--- config.mk ---
export PLATFORM = sky130hd
export DESIGN_NAME = tdc_readout_arbiter_flat
export DESIGN_NICKNAME = d
export VERILOG_FILES = /design/src/rtl/tdc_readout_if.sv /design/src/rtl/tdc_readout_arbiter.sv /design/src/flat_wrapper.sv
export SDC_FILE = /design/constraint.sdc
export NUM_CORES = 1
export LEC_CHECK = 0
export ABC_AREA = 1
export CORE_UTILIZATION = 30
export CTS_CLUSTER_DIAMETER = 40
export DETAILED_ROUTE_END_ITERATION = 10
export GPL_TIMING_DRIVEN = 0
export HOLD_SLACK_MARGIN = 0.12
export PLACE_DENSITY = 0.74
export SLEW_MARGIN = 0
export SYNTH_ARGS = -nofsm -noshare
export SYNTH_HDL_FRONTEND = slang
export SYNTH_SLANG_ARGS = --single-unit
--- constraint.sdc ---
create_clock -name clk -period 2.6 [get_ports clk]
set_clock_uncertainty 0.05 [all_clocks]
set_input_delay 0.65 -clock clk [delete_from_list [all_inputs] [get_ports clk]]
set_output_delay 0.65 -clock clk [all_outputs]
set_load 0.01 [all_outputs]
--- src/rtl/tdc_readout_if.sv ---
// tdc_readout_if: TDC channel array plus downstream valid/ready event bus
interface tdc_readout_if #(
    parameter int NUM_CHAN = 4,
    parameter int TS_W = 32,
    parameter int TOT_W = 32
);
    localparam int CHAN_W = $clog2(NUM_CHAN);
    logic [NUM_CHAN-1:0]       chan_has_event;
    logic [NUM_CHAN*TS_W-1:0]  chan_timestamp;
    logic [NUM_CHAN*TOT_W-1:0] chan_tot;
    logic [NUM_CHAN-1:0]       chan_clear;
    logic                      out_valid;
    logic                      out_ready;
    logic [CHAN_W-1:0]         out_chan;
    logic [TS_W-1:0]           out_timestamp;
    logic [TOT_W-1:0]          out_tot;
    modport master (
        input  chan_has_event, chan_timestamp, chan_tot, out_ready,
        output chan_clear, out_valid, out_chan, out_timestamp, out_tot
    );
    modport slave (
        output chan_has_event, chan_timestamp, chan_tot, out_ready,
        input  chan_clear, out_valid, out_chan, out_timestamp, out_tot
    );
endinterface

--- src/rtl/tdc_readout_arbiter.sv ---
// tdc_readout_arbiter: round-robin TDC channel readout onto a valid/ready bus with per-channel clear
module tdc_readout_arbiter #(
    parameter int NUM_CHAN = 4,
    parameter int TS_W = 32,
    parameter int TOT_W = 32,
    parameter int CNT_W = 16
) (
    input  logic              clk,
    input  logic              reset_n,
    input  logic              enable,
    input  logic              flush,
    tdc_readout_if.master     bus,
    output logic              busy,
    output logic [CNT_W-1:0]  event_count
);
    localparam int CHAN_W = $clog2(NUM_CHAN);
    typedef enum logic [1:0] {IDLE, PRESENT, CLEAR} state_t;
    state_t               state, state_nx;
    logic [CHAN_W-1:0]    rr_ptr, rr_ptr_nx, sel, chan_nx;
    logic [NUM_CHAN-1:0]  rot, clear_nx;
    logic                 found, valid_nx;
    logic [TS_W-1:0]      sel_ts, ts_nx;
    logic [TOT_W-1:0]     sel_tot, tot_nx;
    logic [CNT_W-1:0]     count_nx;
    // Rotating the request vector by rr_ptr turns round-robin into a plain lowest-index search.
    assign rot = NUM_CHAN'({bus.chan_has_event, bus.chan_has_event} >> rr_ptr);
    assign busy = state != IDLE;
    always_comb begin
        found = 1'b0;
        sel = rr_ptr;
        for (int k = NUM_CHAN - 1; k >= 0; k--)
            if (rot[k]) begin
                found = 1'b1;
                sel = CHAN_W'((int'(rr_ptr) + k) % NUM_CHAN);
            end
        sel_ts = '0;
        sel_tot = '0;
        for (int i = 0; i < NUM_CHAN; i++)
            if (sel == CHAN_W'(i)) begin
                sel_ts = bus.chan_timestamp[i*TS_W +: TS_W];
                sel_tot = bus.chan_tot[i*TOT_W +: TOT_W];
            end
    end
    always_comb begin
        state_nx = state;
        rr_ptr_nx = rr_ptr;
        valid_nx = bus.out_valid;
        chan_nx = bus.out_chan;
        ts_nx = bus.out_timestamp;
        tot_nx = bus.out_tot;
        clear_nx = '0;
        count_nx = event_count;
        if (flush) begin
            valid_nx = 1'b0;
            clear_nx = '1;
            state_nx = CLEAR;
        end else if (state == IDLE) begin
            if (enable && found) begin
                state_nx = PRESENT;
                valid_nx = 1'b1;
                chan_nx = sel;
                ts_nx = sel_ts;
                tot_nx = sel_tot;
            end
        end else if (state == PRESENT) begin
            if (bus.out_valid && bus.out_ready) begin
                state_nx = CLEAR;
                valid_nx = 1'b0;
                clear_nx = NUM_CHAN'(1) << bus.out_chan;
                rr_ptr_nx = (int'(bus.out_chan) == NUM_CHAN - 1) ? '0 : bus.out_chan + 1'b1;
                count_nx = event_count + CNT_W'(event_count != '1);
            end
        end else begin
            state_nx = IDLE;
        end
    end
    always_ff @(posedge clk) begin
        if (!reset_n) begin
            state <= IDLE;
            rr_ptr <= '0;
            bus.out_valid <= 1'b0;
            bus.out_chan <= '0;
            bus.out_timestamp <= '0;
            bus.out_tot <= '0;
            bus.chan_clear <= '1;
            event_count <= '0;
        end else begin
            state <= state_nx;
            rr_ptr <= rr_ptr_nx;
            bus.out_valid <= valid_nx;
            bus.out_chan <= chan_nx;
            bus.out_timestamp <= ts_nx;
            bus.out_tot <= tot_nx;
            bus.chan_clear <= clear_nx;
            event_count <= count_nx;
        end
    end
endmodule

--- src/flat_wrapper.sv ---
// flat-port wrapper written by rule: the top's interface ports become plain ports
module tdc_readout_arbiter_flat 
#(
    parameter int NUM_CHAN = 4,
    parameter int TS_W = 32,
    parameter int TOT_W = 32,
    parameter int CNT_W = 16
)
  (clk, reset_n, enable, flush, busy, event_count, bus_chan_has_event, bus_chan_timestamp, bus_chan_tot, bus_out_ready, bus_chan_clear, bus_out_valid, bus_out_chan, bus_out_timestamp, bus_out_tot);
  tdc_readout_if #(.NUM_CHAN(NUM_CHAN), .TS_W(TS_W), .TOT_W(TOT_W)) bus_i ();
  input  logic clk;
  input  logic reset_n;
  input  logic enable;
  input  logic flush;
  output logic busy;
  output logic [CNT_W-1:0] event_count;
  input wire logic [$bits(bus_i.chan_has_event)-1:0] bus_chan_has_event;
  input wire logic [$bits(bus_i.chan_timestamp)-1:0] bus_chan_timestamp;
  input wire logic [$bits(bus_i.chan_tot)-1:0] bus_chan_tot;
  input wire logic [$bits(bus_i.out_ready)-1:0] bus_out_ready;
  output wire logic [$bits(bus_i.chan_clear)-1:0] bus_chan_clear;
  output wire logic [$bits(bus_i.out_valid)-1:0] bus_out_valid;
  output wire logic [$bits(bus_i.out_chan)-1:0] bus_out_chan;
  output wire logic [$bits(bus_i.out_timestamp)-1:0] bus_out_timestamp;
  output wire logic [$bits(bus_i.out_tot)-1:0] bus_out_tot;
  assign bus_i.chan_has_event = bus_chan_has_event;
  assign bus_i.chan_timestamp = bus_chan_timestamp;
  assign bus_i.chan_tot = bus_chan_tot;
  assign bus_i.out_ready = bus_out_ready;
  assign bus_chan_clear = bus_i.chan_clear;
  assign bus_out_valid = bus_i.out_valid;
  assign bus_out_chan = bus_i.out_chan;
  assign bus_out_timestamp = bus_i.out_timestamp;
  assign bus_out_tot = bus_i.out_tot;
  tdc_readout_arbiter #(.NUM_CHAN(NUM_CHAN), .TS_W(TS_W), .TOT_W(TOT_W), .CNT_W(CNT_W)) u_core (.clk(clk), .reset_n(reset_n), .enable(enable), .flush(flush), .bus(bus_i), .busy(busy), .event_count(event_count));
endmodule
==> out/qor.yml, run 1 <==
status: "finished clean"
first_pass_iters: 6
num_rows: 52
area_growth_syn_to_layout_pct: 71.4
seq_area_frac_synth_pct: 29.5
dp_cells: 1609
hold_path_class: "reg2reg"
n_antenna_cell: 0
irDropWorstVdd_mv: 0.285
fin_cells: 1631
clock_insertion_delay_worst_skew_ns: 0.35
finalHoldViolations: 0
crit_family: "simple AND/OR/NAND/NOR gates"
initial_core_util_pct: 30.5
routed_wl_mm: 29.0
cts_inserted_buffers: 9
clock_sinks: 91
finalWeightedCongestion: 0.960
dieArea_um2: 21200
worstSetupEndpointType: "flop"
grt.overflow.total: 0
coreArea_um2: 20200
p_leak_nw: 4.53
cts_buffer_depth: 2
worstMarginPinSlew_ns: 0.672
synth_top_area_share_pct: 29.5
cp-start-kind: "input pin"
grt_pass1_vias: 7853
setup_viol: 0
grt_max_degree: 17
setup_tns_ns: 0
path_common_cell: "nand2_1"
syn-num-nets: 1258
wl_per_cell_um: 17.8
vias: 8154
grtUsageTotal_pct: 26.8
r2r_slack_ns: 0.37
path_class: "in2reg"
cp.arrival_ns: 2.77
syn_area_um2: 6180
startpoint: "bus_chan_has_event[1]"
cp_max_fo: 10
synth_seq_cells: 91
fin_crit_ns: 2.52
ys.warnings.count: 0
regArea_um2: 1820
avgSynthCellArea_um2: 6.26
r2r-start: "u_core.rr_ptr[0]$_SDFFE_PN0P_"
cts_root_buf: "clkbuf_16"
die_h_um: 146
numPortBuffers: 352
cp-endpoint: "u_core.bus.out_tot[22]$_SDFFE_PN0P_"
dr.first_iter.drc_count: 498
grt_setup_unrepaired: "true"
die_width_um: 146
drive_gt1_share_pct: 8.08
crit_buf_inv: 4
drc_errors: 0
ctsHoldBuffers: 0
r2r-end: "u_core.bus.out_tot[22]$_SDFFE_PN0P_"
cts_tree: "built"
drv_cap: 0
pin_count: 353
fillers: 2025
via_per_inst: 5.00
totalPowerFinal_mw: 4.24
ant_nets: 0
slowest_stage: "clkdlybuf4s50_1"
powerDensity_nw_per_um2: 400
hold_path_depth: 2
ys_top_cells_by_area: "dfxtp_1 29%, nand3_1 15%, nand2_1 14%, o21ai_0 7.6%, inv_1 7.5%"
final_util_pct: 52.3
crit_required_ns: 2.84
multi_input_area_um2: 3520
crit_path_max_incr_delay_ns: 0.51
hpwl_mm: 22.2
synth_top_area_cell: "dfxtp_1"
fmax_ghz: 0.396
path_clk_slew_ns: 0.07
fin_nets: 1627
fin_crit_sh_pct: 97.0
maxSlewHeadroom_pct: 55.2
r2r_cells: 16
cp_num_cells: 17
ys_types: 33
h-tree-depth: 3
worstPathCellList: "clkdlybuf4s50_1, inv_1, nand2_1, nand2_1, nand2_1, nand2_1, nor2_4, nand2_2, nand2_4, nand2_8, buf_12, buf_12, nor2_1, nand2_1, nand3_1, nor2_1, nor2_1"
syn_inst: 987
slew_violations: 0
antenna_found_initial: 0
grt_pass1_wl_mm: 43.9
-- layer usage --
layer	share of wire [%]	GRT usage (%)	wire, um	vias up
met4	3.6	10.0	1050	0
met2	49	46.9	14200	343
met3	5.8	4.23	1690	62
met5	0	0	0	-
li1	-	-	-	3987
met1	42	33.1	12100	3762
-- repair_timing --
item                       in CTS  in global routing
pin swaps                       0                  6
gates cloned                    0                  1
buffers inserted                0                  5
setup endpoints to repair      30                 69
resized for setup              11                 93
-- state kept, by name (all words and copies together) (netlist names) --
signal and flops:
u_core.bus.chan_clear 4, u_core.bus.out_chan 2, u_core.bus.out_timestamp 32, u_core.bus.out_tot 32, u_core.bus.out_valid 1, u_core.event_count 16
u_core.rr_ptr 2, u_core.state 2
-- synthesized netlist by cell type (all sizes together) --
cell type,n
a211oi,1
a21oi,81
and3,1
buf,48
clkbuf,24
clkinv,1
dfxtp,91
dlygate4sd1,1
ha,6
inv,129
nand2,227
nand3,188
nand3b,52
nand4,4
nor2,18
nor3,5
nor3b,1
o211ai,12
o21ai,94
o21bai,1
xor2,2
-- cell type report --
cell class | count | area share, %
repair buffers | 357 | 33.6
multi-input cells | 694 | 33.3
flip-flops and latches | 91 | 17.2
plain buffers | 73 | 5.21
inverters | 130 | 4.65
well taps | 270 | 3.19
clock buffers | 9 | 2.13
clock inverters | 7 | 0.709
-- worst min path at each step --
| stage | start | end | slack (ns) |
|---|---|---|---|
| 2_1_floorplan | u_core.bus.out_timestamp[0]$_SDFFE_PN0P_ | u_core.bus.out_timestamp[0]$_SDFFE_PN0P_ | 0.44 |
| 3_3_place_gp | u_core.bus.out_timestamp[16]$_SDFFE_PN0P_ | u_core.bus.out_timestamp[16]$_SDFFE_PN0P_ | 0.40 |
| 3_5_place_dp | u_core.bus.out_timestamp[1]$_SDFFE_PN0P_ | u_core.bus.out_timestamp[1]$_SDFFE_PN0P_ | 0.40 |
| 4_1_cts | u_core.bus.out_timestamp[1]$_SDFFE_PN0P_ | u_core.bus.out_timestamp[1]$_SDFFE_PN0P_ | 0.42 |
| 5_1_grt | u_core.bus.out_tot[15]$_SDFFE_PN0P_ | u_core.bus.out_tot[15]$_SDFFE_PN0P_ | 0.43 |
| 6_report | u_core.bus.out_tot[23]$_SDFFE_PN0P_ | u_core.bus.out_tot[23]$_SDFFE_PN0P_ | 0.41 |
-- worst register-to-register path: stages (launching register included) --
cell and delay [ns]:
dfxtp_1 0.31, buf_6 0.14, inv_6 0.09, nand2_1 0.09, nand3_2 0.14, nand2_1 0.11, nor2_4 0.15, nand2_2 0.10
nand2_4 0.12, nand2_8 0.09, buf_12 0.17, buf_12 0.15, nor2_1 0.20, nand2_1 0.08, nand3_1 0.08, nor2_1 0.04
nor2_1 0.08
-- cells in the final DEF (no fill, tap or decap), types with 5 or more instances in the layout --
master	Yosys	layout
inv_2	5	5
o21ai_1	0	7
nand3_1	185	185
clkbuf_16	0	9
dfxtp_1	91	91
inv_1	123	123
nand3b_1	52	52
nand2_4	1	5
buf_2	29	16
clkdlybuf4s50_1	0	352
o21ai_0	94	87
o211ai_1	12	12
clkbuf_2	0	14
nand2_1	223	219
clkbuf_1	24	6
buf_4	5	16
ha_1	6	6
nor2_1	15	15
a21oi_1	81	81
buf_6	11	18
-- per-stage QoR --
stage	worst slack (ns)	instance area, um2	hold slack, ns
6_report	0.0775	10600	0.414
5_1_grt	-0.0162	10600	0.429
4_1_cts	0.00419	10400	0.415
3_5_place_dp	-0.555	10000	0.404
3_3_place_gp	-0.487	10000	0.402
2_1_floorplan	0.564	6180	0.438
-- logic make-up (layout without fill, tap and decap cells) --
group           Yosys count  count (layout)  synth area share, %
fa+ha+maj                 6               6                 1.21
flops                    91              91                 29.5
simple gates            496             497                 38.2
xor+xnor                  2               2                0.284
buf+inv                 203             576                 14.9
compound gates          189             189                 15.9
-- where the power goes --
group	leakage [nW]	internal, mW	switching (mW)	total, mW
Clock	0.151	0.755	0.621	1.38
Sequential	0.741	1.46	0.0335	1.49
Combinational	3.64	0.731	0.639	1.37
Total	4.53	2.94	1.29	4.24
Power figures use the tool's default switching activity.
==> inputs of run 2 (changes only) <==
--- a/config.mk
+++ b/config.mk
@@ -5,13 +5,14 @@
 export SDC_FILE = /design/constraint.sdc
 export NUM_CORES = 1
 export LEC_CHECK = 0
-export ABC_AREA = 1
+export CAP_MARGIN = 10
 export CORE_UTILIZATION = 30
 export CTS_CLUSTER_DIAMETER = 40
 export DETAILED_ROUTE_END_ITERATION = 10
 export GPL_TIMING_DRIVEN = 0
 export HOLD_SLACK_MARGIN = 0.12
-export PLACE_DENSITY = 0.74
+export PLACE_DENSITY = 0.75
+export SKIP_CTS_REPAIR_TIMING = 1
 export SLEW_MARGIN = 0
 export SYNTH_ARGS = -nofsm -noshare
 export SYNTH_HDL_FRONTEND = slang
==> out/qor.yml, run 2 <==
vias: 7089  # -13%
hold_path_class: "reg2reg"
cp_max_fo: 10  # unchanged
cts_root_buf: "clkbuf_16"
met1_length_mm: 11.0  # -8.9%
final_cell_mix: "350 x clkdlybuf4s50_1, 87 x dfxtp_1, 76 x and2_1"
holdPathEnd: "u_core.bus.out_timestamp[2]$_SDFFE_PN0P_"
dp_cells: 1285  # -20%
cts_buffer_depth: 2  # unchanged
setup_tns_ns: 0  # unchanged
finalHoldViolations: 0  # unchanged
numPortBuffers: 352  # unchanged
avgSynthCellArea_um2: 8.59  # +37%
yosysMostFrequentCell: "dfxtp_1"
fmax_ghz: 0.390  # -1.7%
synth_edf_count: 0  # unchanged
top_regs: "u_core.bus.out_timestamp x32, u_core.bus.out_tot x32, u_core.event_count x16"
h-tree-depth: 3  # unchanged
async_reset_ff_share_pct: 0  # unchanged
p_seq_share_pct: 36.9  # +1.7 points
routed_wl_mm: 26.6  # -8.4%
cts_inserted_buffers: 9  # unchanged
r2r_slack_ns: 0.23  # -0.14 ns
r2r-start: "u_core.event_count[8]$_SDFFE_PN0P_"
die_width_um: 141  # -3.2%
ys_types: 43  # +30%
mostFrequentLayoutCell: "clkdlybuf4s50_1"
fin_crit_ns: 2.57  # +0.0431 ns
area_growth_syn_to_layout_pct: 75.8
dr_wl_met3_mm: 1.87  # +11%
syn-num-nets: 944  # -25%
top_layer_used: "met4"
fin_nets: 1309  # -20%
syn_inst: 673  # -32%
first_pass_iters: 5  # -1
maxSlewHeadroom_pct: 62.7  # +7.5 points
r2r_cells: 9  # -7
via_per_inst: 5.44  # +8.8%
die_h_um: 141  # -3.2%
synth_top_area_share_pct: 31.5  # +2.0 points
pin_count: 353  # unchanged
hp-start: "u_core.bus.out_timestamp[2]$_SDFFE_PN0P_"
ant_nets: 0  # unchanged
ys_top_cells_by_area: "dfxtp_1 32%, and4_1 9.8%, a221oi_1 9.7%, o32ai_1 9.7%, a211oi_1 8.3%"
worstMarginPinSlew_ns: 0.559  # -0.114 ns
switching_share_pct: 28.6  # -1.9 points
clock_insertion_delay_worst_skew_ns: 0.35  # about the same
n_antenna_cell: 0  # unchanged
wl_per_cell_um: 20.4  # +15%
grt_max_degree: 18  # +1
seq_area_frac_synth_pct: 31.5  # +2.0 points
dieArea_um2: 19800  # -6.3%
finalWeightedCongestion: 0.874  # -8.9%
p_leak_nw: 3.57  # -21%
slew_violations: 0  # unchanged
p_clk_share_pct: 35.1  # +2.6 points
worstSetupEndpointType: "flop"
fin_cells: 1303  # -20%
crit_required_ns: 2.78  # -0.06 ns
synth_common_cells: "91 x dfxtp_1, 76 x and2_1, 67 x inv_1"
power_frac_comb_pct: 28.0  # -4.3 points
grt_pass1_vias: 6978  # -11%
ys.warnings.count: 0  # unchanged
powerDensity_nw_per_um2: 396  # -0.99%
grt.overflow.total: 0  # unchanged
initial_core_util_pct: 30.7  # +0.17 points
r2r-end: "u_core.event_count[14]$_SDFFE_PN0P_"
synth_seq_cells: 91  # unchanged
antenna_found_initial: 0  # unchanged
final_util_pct: 54.0  # +1.7 points
drive_gt1_share_pct: 11.4  # +3.3 points
dr.first_iter.drc_count: 296  # -41%
grtUsageTotal_pct: 25.7  # -1.2 points
fin_crit_sh_pct: 98.7  # +1.7 points
setup_viol: 0  # unchanged
hpwl_mm: 19.8  # -11%
drc_errors: 0  # unchanged
p_sw_mw: 1.15  # -11%
cp.arrival_ns: 2.75  # -0.02 ns
coreArea_um2: 18800  # -6.9%
drv_cap: 0  # unchanged
path_class: "in2reg"
irDropWorstVdd_mv: 0.319  # +12%
fillers: 1765  # -13%
grt_pass1_wl_mm: 39.1  # -11%
num_rows: 50  # -3.8%
internal-power_mw: 2.87  # -2.3%
synth_top_area_cell: "dfxtp_1"
hold_path_depth: 2  # unchanged
status: "finished clean"
grt_setup_unrepaired: "true"
synth_top_flop_cell: "dfxtp_1"
path_clk_slew_ns: 0.07  # about the same
cts_tree: "built"
wl_met2_mm: 13.0  # -8.3%
syn_area_um2: 5780  # -6.4%
totalPowerFinal_mw: 4.03  # -4.9%
cp-start-kind: "input pin"
clock_sinks: 91  # unchanged
[run 2: cell count changes in the layout (fill, tap and decap cells not counted), moves of 52 or more]
cell,change
nand3b_1,-52
nand2_1,-200
o32ai_1,+64
a21oi_1,-79
and2_1,+76
and4_1,+64
a211oi_1,+63
o21ai_0,-82
inv_1,-56
nand3_1,-178
[run 2: final cells by class]
cell class	instances	area (um2)	share of cell area [%]
plain buffers	78	428	4.21
clock buffers	9	225	2.21
well taps	260	325	3.20
flip-flops and latches	91	1830	18.0
clock inverters	7	81.3	0.800
repair buffers	354	3540	34.8
inverters	67	251	2.47
multi-input cells	437	3480	34.2
[run 2: worst max-delay path, stage by stage]
cell	delay, ns
clkdlybuf4s50_1	0.57
nor2_1	0.07
a211o_1	0.32
and2_1	0.14
clkbuf_4	0.23
buf_2	0.24
a221oi_1	0.39
o32ai_1	0.13
[run 2: layer usage]
metal,vias up,global-route usage [%]
li1,3341,-
met1,3379,30.7
met2,327,45.3
met3,42,5.10
met4,0,9.44
met5,-,0
[run 2: how the worst max path moves through the flow]
stage | to | slack, ns | from | depth (start not counted)
finish | u_core.bus.out_tot[9]$_SDFFE_PN0P_ | 0.03 | bus_chan_has_event[2] | 8
global route | u_core.bus.out_tot[18]$_SDFFE_PN0P_ | -0.02 | bus_chan_has_event[2] | 8
CTS | u_core.bus.out_timestamp[2]$_SDFFE_PN0P_ | -0.42 | bus_chan_has_event[0] | 8
detailed placement | u_core.bus.out_timestamp[2]$_SDFFE_PN0P_ | -0.80 | bus_chan_has_event[0] | 8
global placement | u_core.bus.out_timestamp[2]$_SDFFE_PN0P_ | -0.82 | bus_chan_has_event[0] | 8
floorplan | u_core.event_count[14]$_SDFFE_PN0P_ | 0.05 | u_core.event_count[6]$_SDFFE_PN0P_ | 9
[run 2: per-stage QoR]
step,cell area [um2],hold WS [ns],setup WS (ns)
floorplan,5780,0.381,0.0512
global placement,9630,0.392,-0.816
detailed placement,9630,0.396,-0.796
CTS,9940,0.406,-0.422
global route,10200,0.425,-0.0246
finish,10200,0.403,0.0344
[run 2: cells by family (layout without fill, tap and decap cells)]
family,count (synthesis),count (layout),share of synthesized area [%]
flip-flops,91,91,31.5
AND/OR/NAND/NOR,204,204,24.2
buffers and inverters,145,515,10.4
AO/OA/AOI/OAI,212,212,30.4
multiplexers,1,1,0.173
adder cells (fa/ha/maj),6,6,1.30
XOR/XNOR,14,14,2.12
[run 2: power by group through the flow]
stage          combinational, mW  sequential [mW]  clock (mW)
2_1_floorplan              0.386             1.54           0
3_3_place_gp                1.08             1.52           0
3_5_place_dp                1.09             1.52           0
4_1_cts                     1.09             1.49        1.43
5_1_grt                     1.19             1.49        1.50
6_report                    1.13             1.49        1.41
==> inputs of run 3 (changes only) <==
--- a/config.mk
+++ b/config.mk
@@ -5,6 +5,7 @@
 export SDC_FILE = /design/constraint.sdc
 export NUM_CORES = 1
 export LEC_CHECK = 0
+export ABC_CLOCK_PERIOD_IN_PS = 2600
 export CAP_MARGIN = 10
 export CORE_UTILIZATION = 30
 export CTS_CLUSTER_DIAMETER = 40
@@ -12,6 +13,7 @@
 export GPL_TIMING_DRIVEN = 0
 export HOLD_SLACK_MARGIN = 0.12
 export PLACE_DENSITY = 0.75
+export REMOVE_ABC_BUFFERS = 1
 export SKIP_CTS_REPAIR_TIMING = 1
 export SLEW_MARGIN = 0
 export SYNTH_ARGS = -nofsm -noshare
==> out/qor.yml, run 3 (same netlist as run 2, synthesis figures left out) <==
cts_root_buf: "clkbuf_16"
pin_count: 353  # unchanged
mostFrequentLayoutCell: "clkdlybuf4s50_1"
top_regs: "u_core.bus.out_timestamp x32, u_core.bus.out_tot x32, u_core.event_count x16"
fmax_ghz: 0.390  # about the same
crit_required_ns: 2.77  # about the same
path_class: "in2reg"
final_util_pct: 54.2  # +0.21 points
status: "finished clean"
p_leak_nw: 3.52  # -1.4%
path_common_cell: "buf_16"
clock_sinks: 91  # unchanged
area_growth_syn_to_layout_pct: 76.5
drive_gt1_share_pct: 7.56  # -3.8 points
numPortBuffers: 352  # unchanged
powerDensity_nw_per_um2: 404  # +2.0%
grt.overflow.total: 0  # unchanged
worstSetupEndpointType: "flop"
grt_pass1_wl_mm: 37.3  # -4.4%
worst_slack_ns: 0.0343  # -0.000104 ns
num_rows: 50  # unchanged
postPlaceCellArea_um2: 9610  # -0.23%
maxSlewHeadroom_pct: 48.1  # -15 points
finalHoldViolations: 0  # unchanged
busiest_layer: "met2"
drc_errors: 0  # unchanged
initial_core_util_pct: 30.7  # unchanged
irDropWorstVdd_mv: 0.305  # -4.5%
cts_inserted_buffers: 9  # unchanged
dp_cells: 1219  # -5.1%
first_pass_iters: 4  # -1
routed_wl_mm: 27.8  # +4.5%
final_cell_mix: "346 x clkdlybuf4s50_1, 87 x dfxtp_1, 75 x and2_1"
path_clk_slew_ns: 0.07  # about the same
slowest_stage: "a211oi_1"
fin_cells: 1252  # -3.9%
use_met2_pct: 41.6  # -3.7 points
cts_tree: "built"
clock_insertion_delay_worst_skew_ns: 0.35  # about the same
ant_nets: 0  # unchanged
grt_max_degree: 66  # +48
r2r_cells: 9  # unchanged
crit_buf_inv: 4  # +1
antenna_found_initial: 0  # unchanged
fin_crit_sh_pct: 98.7  # about the same
grtUsageTotal_pct: 24.2  # -1.5 points
cp_max_fo: 57  # +47
hold_path_class: "reg2reg"
grt_pass1_vias: 6473  # -7.2%
setup_tns_ns: 0  # unchanged
totalPowerFinal_mw: 4.13  # +2.4%
wl_per_cell_um: 22.2  # +8.7%
cp_num_cells: 9  # +1
fin_nets: 1258  # -3.9%
hpwl_mm: 17.0  # -14%
finalWeightedCongestion: 0.791  # -9.5%
cts_buffer_depth: 2  # unchanged
crit_path_max_incr_delay_ns: 0.39  # -0.18 ns
crit_family: "buffers and inverters"
cp.arrival_ns: 2.74  # about the same
met3_usage_pct: 5.77  # +0.68 points
n_antenna_cell: 0  # unchanged
h-tree-depth: 3  # unchanged
drv_cap: 0  # unchanged
slew_violations: 0  # unchanged
stdcell_area_um2: 10200  # +0.38%
worstPathCellList: "dlymetal6s2s_1, nor2b_1, o21bai_4, buf_16, buf_16, nand3_4, buf_16, a211oi_1, o32ai_1"
pre_cts_ws_ns: -1.34  # -0.540 ns
via_per_inst: 5.54  # +1.8%
vias: 6933  # -2.2%
die_h_um: 141  # unchanged
cp-start-kind: "input pin"
worstMarginPinSlew_ns: 0.777  # +0.218 ns
dieArea_um2: 19800  # unchanged
met1_usage_pct: 29.5  # -1.2 points
coreArea_um2: 18800  # unchanged
fin_crit_ns: 2.57  # +0.000104 ns
die_width_um: 141  # unchanged
setup_viol: 0  # unchanged
hold_ws_ns: 0.402  # -0.000918 ns
hold_path_depth: 2  # unchanged
dr.first_iter.drc_count: 396  # +34%
-- run 3: metal layers --
layer,share of wire (%),wire length [um]
met1,42,11600
met2,50,13800
met3,6.4,1790
met4,2.1,584
met5,0,0
-- run 3: worst paths after layout --
check / startpoint / to / slack [ns]
max: bus_chan_has_event[1] / u_core.bus.out_timestamp[31]$_SDFFE_PN0P_ / 0.03
min: u_core.bus.out_timestamp[22]$_SDFFE_PN0P_ / u_core.bus.out_timestamp[22]$_SDFFE_PN0P_ / 0.40
max reg2reg: u_core.event_count[7]$_SDFFE_PN0P_ / u_core.event_count[14]$_SDFFE_PN0P_ / 0.13
min reg2reg: u_core.bus.out_timestamp[22]$_SDFFE_PN0P_ / u_core.bus.out_timestamp[22]$_SDFFE_PN0P_ / 0.40
-- run 3: final cells by class --
cell class	instances	area, um2
inverters	67	251
multi-input cells	444	3570
flip-flops and latches	91	1830
clock buffers	10	239
well taps	260	325
repair buffers	374	3900
clock inverters	6	95.1
fillers	1724	8620
-- run 3: worst reg2reg max path: cells and delay by family (launching register included) --
kind	cells	cell delay (ns)
XOR/XNOR	1	0.14
adder cells (fa/ha/maj)	2	0.42
flip-flops	1	0.37
AND/OR/NAND/NOR	6	1.39
-- run 3: power by group --
part | switching, mW | leakage, nW | total, mW | internal [mW]
clock network | 0.611 | 0.164 | 1.49 | 0.880
registers | 0.0313 | 0.743 | 1.48 | 1.45
logic | 0.481 | 2.61 | 1.15 | 0.670
total | 1.12 | 3.52 | 4.13 | 3.00
